==> src/rtl/uart_pkg.sv <==
// rtl/uart_pkg.sv - UART types and constants shared by the transmit and receive paths
package uart_pkg;

    localparam int UART_DATA_W               = 8;
    localparam int UART_CLKS_PER_BIT_DEFAULT = 5208;

    typedef enum logic [2:0] {
        IDLE,
        START,
        DATA,
        PARITY,
        STOP
    } uart_tx_state_t;

endpackage

==> src/rtl/uart_tx_bit_timer.sv <==
// rtl/uart_tx_bit_timer.sv - bit-period counter; o_bit_end marks the last cycle of each bit
module uart_tx_bit_timer
    import uart_pkg::*;
#(
    parameter int CLKS_PER_BIT = UART_CLKS_PER_BIT_DEFAULT,
    parameter int CNT_W        = $clog2(CLKS_PER_BIT)
) (
    input  logic             clk,
    input  logic             rst_n,
    input  logic             i_clear,
    output logic [CNT_W-1:0] o_count,
    output logic             o_bit_end
);

    localparam logic [CNT_W-1:0] LAST = CNT_W'(CLKS_PER_BIT - 1);

    logic [CNT_W-1:0] r_count;

    always_ff @(posedge clk or negedge rst_n) begin
        if (!rst_n) begin
            r_count <= '0;
        end else if (i_clear || r_count == LAST) begin
            r_count <= '0;
        end else begin
            r_count <= r_count + 1'b1;
        end
    end

    assign o_count   = r_count;
    assign o_bit_end = (r_count == LAST);

endmodule

==> src/rtl/uart_tx.sv <==
// rtl/uart_tx.sv - 8N1/8N2 UART transmitter; define UART_TX_PARITY_EN to add a parity bit
module uart_tx
    import uart_pkg::*;
#(
    parameter int CLKS_PER_BIT = UART_CLKS_PER_BIT_DEFAULT,
    parameter int STOP_BITS    = 1,
    parameter int PARITY_ODD   = 0
) (
    input  logic                   clk,
    input  logic                   rst_n,
    input  logic [UART_DATA_W-1:0] tx_data,
    input  logic                   tx_valid,
    output logic                   tx_ready,
    output logic                   tx_busy,
    output logic                   tx_done,
    output logic                   tx
);

    localparam int               CNT_W    = $clog2(CLKS_PER_BIT);
    localparam int               IDX_W    = $clog2(UART_DATA_W);
    localparam logic [CNT_W-1:0] PRE_LAST = CNT_W'(CLKS_PER_BIT - 2);
    localparam logic [IDX_W-1:0] IDX_LAST = IDX_W'(UART_DATA_W - 1);

    uart_tx_state_t         r_state;
    logic [UART_DATA_W-1:0] r_shreg;
    logic [IDX_W-1:0]       r_bit_idx;
    logic                   r_stop_idx;
    logic                   r_tx;
    logic                   r_ready;
    logic                   r_done;

    logic [CNT_W-1:0]       w_count;
    logic                   w_bit_end;
    logic                   w_pre_end;
    logic                   w_last_stop;
    logic                   w_hs;

`ifdef UART_TX_PARITY_EN
    localparam logic PAR_ODD = (PARITY_ODD != 0);
    logic r_parity;
`else
    logic w_unused_parity_odd;
    assign w_unused_parity_odd = (PARITY_ODD != 0);
`endif

    uart_tx_bit_timer #(
        .CLKS_PER_BIT (CLKS_PER_BIT),
        .CNT_W        (CNT_W)
    ) u_bit_timer (
        .clk       (clk),
        .rst_n     (rst_n),
        .i_clear   (r_state == IDLE),
        .o_count   (w_count),
        .o_bit_end (w_bit_end)
    );

    assign w_pre_end   = (w_count == PRE_LAST);
    assign w_last_stop = (STOP_BITS == 2) ? r_stop_idx : 1'b1;
    assign w_hs        = tx_valid & r_ready;

    // Ready rises one cycle early so a handshake on the final stop cycle
    // launches the next start bit with no idle gap.
    always_ff @(posedge clk or negedge rst_n) begin
        if (!rst_n) begin
            r_state    <= IDLE;
            r_shreg    <= '0;
            r_bit_idx  <= '0;
            r_stop_idx <= 1'b0;
            r_tx       <= 1'b1;
            r_ready    <= 1'b1;
            r_done     <= 1'b0;
`ifdef UART_TX_PARITY_EN
            r_parity   <= 1'b0;
`endif
        end else begin
            r_done <= 1'b0;
            if (w_hs) begin
                r_state  <= START;
                r_shreg  <= tx_data;
                r_tx     <= 1'b0;
                r_ready  <= 1'b0;
`ifdef UART_TX_PARITY_EN
                r_parity <= (^tx_data) ^ PAR_ODD;
`endif
            end else begin
                case (r_state)
                    START: begin
                        if (w_bit_end) begin
                            r_state   <= DATA;
                            r_bit_idx <= '0;
                            r_tx      <= r_shreg[0];
                        end
                    end
                    DATA: begin
                        if (w_bit_end) begin
                            if (r_bit_idx == IDX_LAST) begin
`ifdef UART_TX_PARITY_EN
                                r_state    <= PARITY;
                                r_tx       <= r_parity;
`else
                                r_state    <= STOP;
                                r_tx       <= 1'b1;
                                r_stop_idx <= 1'b0;
`endif
                            end else begin
                                r_bit_idx <= r_bit_idx + 1'b1;
                                r_shreg   <= r_shreg >> 1;
                                r_tx      <= r_shreg[1];
                            end
                        end
                    end
`ifdef UART_TX_PARITY_EN
                    PARITY: begin
                        if (w_bit_end) begin
                            r_state    <= STOP;
                            r_tx       <= 1'b1;
                            r_stop_idx <= 1'b0;
                        end
                    end
`endif
                    STOP: begin
                        if (w_pre_end && w_last_stop) begin
                            r_done  <= 1'b1;
                            r_ready <= 1'b1;
                        end
                        if (w_bit_end) begin
                            if (w_last_stop) begin
                                r_state <= IDLE;
                            end else begin
                                r_stop_idx <= 1'b1;
                            end
                        end
                    end
                    IDLE: begin
                        r_tx <= 1'b1;
                    end
                    default: begin
                        r_state <= IDLE;
                        r_tx    <= 1'b1;
                        r_ready <= 1'b1;
                    end
                endcase
            end
        end
    end

    assign tx       = r_tx;
    assign tx_ready = r_ready;
    assign tx_busy  = ~r_ready;
    assign tx_done  = r_done;

endmodule

==> config.mk <==
export PLATFORM = sky130hd
export DESIGN_NAME = uart_tx
export DESIGN_NICKNAME = d
export VERILOG_FILES = /design/src/rtl/uart_pkg.sv /design/src/rtl/uart_tx_bit_timer.sv /design/src/rtl/uart_tx.sv
export SDC_FILE = /design/constraint.sdc
export NUM_CORES = 1
export LEC_CHECK = 0
export ABC_AREA = 1
export CAP_MARGIN = 0
export CORE_ASPECT_RATIO = 1.5
export CORE_UTILIZATION = 42
export CTS_CLUSTER_DIAMETER = 40
export DETAILED_ROUTE_END_ITERATION = 7
export MAX_ROUTING_LAYER = met4
export PLACE_DENSITY_LB_ADDON = 0.08
export SLEW_MARGIN = 20
export SYNTH_ARGS = -nofsm -noshare
export SYNTH_HDL_FRONTEND = slang
export SYNTH_SLANG_ARGS = --single-unit
==> constraint.sdc <==
create_clock -name clk -period 3.8 [get_ports clk]
set_clock_uncertainty 0.2 [all_clocks]
set_input_delay 0.95 -clock clk [delete_from_list [all_inputs] [get_ports clk]]
set_output_delay 0.95 -clock clk [all_outputs]
set_load 0.02 [all_outputs]
==> metrics.yaml <==
status:
  outcome: "completed"
clock_tree:
  cts_buffer_depth: 2
  clkTransAtPathRegs_ns: 0.07
  numCtsBuffers: 5
  root_buffer: "clkbuf_8"
  postCtsHoldBufs: 0
  h-tree-depth: 2
  clock_latency_ns: 0.28
  cts_tree: "done"
  post_cts_buffers: 0
  cts-resized-gates: 0
  clock_sinks: 30
grt:
  grt.overflow.total: 0
  grt_max_degree: 31
  grt_pass1_wl_um: 5740
  grtUsageTotal_pct: 19.5
  antenna_found_initial: 0
  grt_pass1_vias: 1323
timing:
  worst_slack_ns: 1.22
  finalSetupTns_ns: 0
  finalSetupViolations: 0
  fin_crit_sh_pct: 67.9
  hold_violations: 0
  max_freq_mhz: 387
  rsz0062_at_grt: "no"
  tightest_slew_ns: 0.403
  fin_hold_ws_ns: 0.292
  maxSlewViolCount: 0
  period_minus_slack_ns: 2.58
  relSlewSlack_pct: 73.0
final_layout:
  diodes: 0
  fill_cells: 374
  drive_gt1_share_pct: 9.05
  syn_to_final_growth_pct: 16.6
  finalNonFillerCells: 286
  layout.nets: 257
die:
  die_area_um2: 4220
  start_util_pct: 44.7
  core-area_um2: 3720
  die_x_um: 53.4
  num_rows: 27
  io_pins: 15
  die_h_um: 79.1
synth:
  syn_nets: 237
  ys_seq_area_share_pct: 45.3
  yosys_warnings: 0
  synth_cell_types: 26
  synth_seq_cells: 30
  synth_area_um2: 1660
  syn_inst: 222
  syn_area_per_cell_um2: 7.49
setup_path:
  setup.worst_path.end_class: "primary output"
  cp_slowest_stage_delay_ns: 0.60
  worstSetupStartpointType: "flop"
  worstPathRequired_ns: 2.65
  crit_fanout: 3
  crit_type: "flop to primary output"
  cp_top_family: "buffers and inverters"
  slowest_stage: "clkdlybuf4s50_1"
  worstPathCellList: "clkdlybuf4s50_1"
  worst-path-buf-inv: 1
  crit_arrival_ns: 1.43
drt:
  ant_nets: 0
  viasPerCell: 4.85
  drt-pass1-iter-count: 4
  routed_wl_um: 3380
  vias: 1388
  drcViolationCount: 0
  wire_per_inst_um: 11.8
  drtIter0Drc: 25
place:
  dp.cells: 278
  pre_cts_ws_ns: 0.959
  routabilityCongestion: 0.840
  portBuffers: 14
  dpl.hpwl_um: 2480
power:
  ir_drop_uv: 391
  total_power_mw: 1.16
  power.density_nw_per_um2: 599
  p_leak_nw: 0.914
job:
  drv_cap: 0
min_path:
  min_path_type: "flop to flop"
-- power by group --
part           leakage, nW  switching (mW)  internal [mW]
clock network       0.0482           0.121          0.146
registers            0.390          0.0502          0.409
logic                0.476           0.283          0.153
total                0.914           0.454          0.708
-- per-stage QoR --
step	utilization (%)	instance area [um2]
after floorplan	-	1660
after global routing	52.2	1940
after CTS	52.2	1940
after global placement	49.7	1850
after detailed placement	49.7	1850
final	52.2	1940
-- final cells by class --
| class | count | area (um2) | area share, % |
|---|---|---|---|
| clock inverter | 1 | 5.00 | 0.258 |
| tap | 43 | 53.8 | 2.77 |
| inverter | 32 | 120 | 6.19 |
| sequential | 30 | 753 | 38.8 |
| clock buffer | 7 | 86.3 | 4.45 |
| multi-input combinational | 158 | 773 | 39.9 |
| timing repair buffer | 15 | 148 | 7.61 |
-- path summary, 6_finish.rpt --
path / from / endpoint / slack (ns) / depth (start not counted)
max reg2reg: r_bit_idx[0] / r_bit_idx[0] / 1.83 / 10
max in group asynchronous: rst_n / tx_ready / 2.22 / 2
min reg2reg: r_bit_idx[1] / r_bit_idx[1] / 0.29 / 2
max: tx_ready / tx_ready / 1.22 / 1
min in group asynchronous: rst_n / r_shreg[3] / 0.85 / 2
min: r_bit_idx[1] / r_bit_idx[1] / 0.29 / 2
-- cell usage after synthesis --
cell / n / area, um2
a21oi_1: 8 / 40.0
and3_1: 1 / 6.26
buf_2: 1 / 5.00
buf_6: 1 / 11.3
clkinv_1: 2 / 7.51
dfrtp_1: 28 / 701
dfstp_2: 2 / 52.6
ha_1: 4 / 50.1
inv_1: 30 / 113
nand2_1: 58 / 218
nand2_2: 4 / 25.0
nand2_4: 1 / 11.3
nand3_1: 17 / 85.1
nand4_1: 5 / 31.3
nor2_1: 31 / 116
nor2_2: 1 / 6.26
nor2_4: 2 / 22.5
nor3_1: 3 / 15.0
nor3_2: 1 / 10.0
nor3b_1: 1 / 7.51
nor4_1: 1 / 6.26
o21ai_0: 15 / 75.1
o21ai_1: 1 / 5.00
o21ai_2: 2 / 17.5
o21ai_4: 1 / 16.3
xor2_1: 1 / 8.76
-- kinds of logic (layout without fill, tap and decap cells) --
| kind of cell | count (synthesis) | after routing | synth area share, % |
|---|---|---|---|
| compound gates | 27 | 27 | 9.26 |
| simple gates | 126 | 126 | 33.7 |
| buf+inv | 34 | 55 | 8.20 |
| xor+xnor | 1 | 1 | 0.527 |
| fa+ha+maj | 4 | 4 | 3.01 |
| flops | 30 | 30 | 45.3 |
-- cell usage in the layout (no fill, tap or decap) --
cell / instances
nand3_1: 17
clkinv_2: 1
buf_4: 1
nor3b_1: 1
inv_1: 30
dfrtp_1: 28
o21ai_0: 15
xor2_1: 1
nor3_2: 1
nand2_2: 4
clkbuf_1: 1
nor2_2: 1
clkbuf_8: 6
a21oi_1: 8
nor3_1: 3
o21ai_2: 2
nand2_4: 1
clkinv_1: 2
nor2_1: 31
nand2_1: 58
nor2_4: 2
and3_1: 1
nand4_1: 5
dfstp_2: 2
ha_1: 4
o21ai_1: 1
clkdlybuf4s50_1: 14
o21ai_4: 1
nor4_1: 1
-- worst register-to-register path: stages (launching register included) --
cell and delay, ns:
dfrtp_1 0.40, ha_1 0.21, ha_1 0.17, inv_1 0.08, nand4_1 0.21, nand2_1 0.17
inv_1 0.05, nor2_1 0.18, nand3_1 0.10, nand2_1 0.07, inv_1 0.03
-- per-layer routing --
layer  track usage [%]  part of all wire, %
met3              5.75                  3.5
met4              6.32                  1.7
met5                 -                    0
met2              33.6                   53
met1              20.7                   42
-- flip-flops by register name, indices dropped and copies added (netlist names) --
name	count
r_bit_idx	3
tx	1
r_shreg	8
u_bit_timer.o_count	13
tx_done	1
r_state	3
tx_ready	1
No activity file was read; power rests on OpenSTA's default activity.
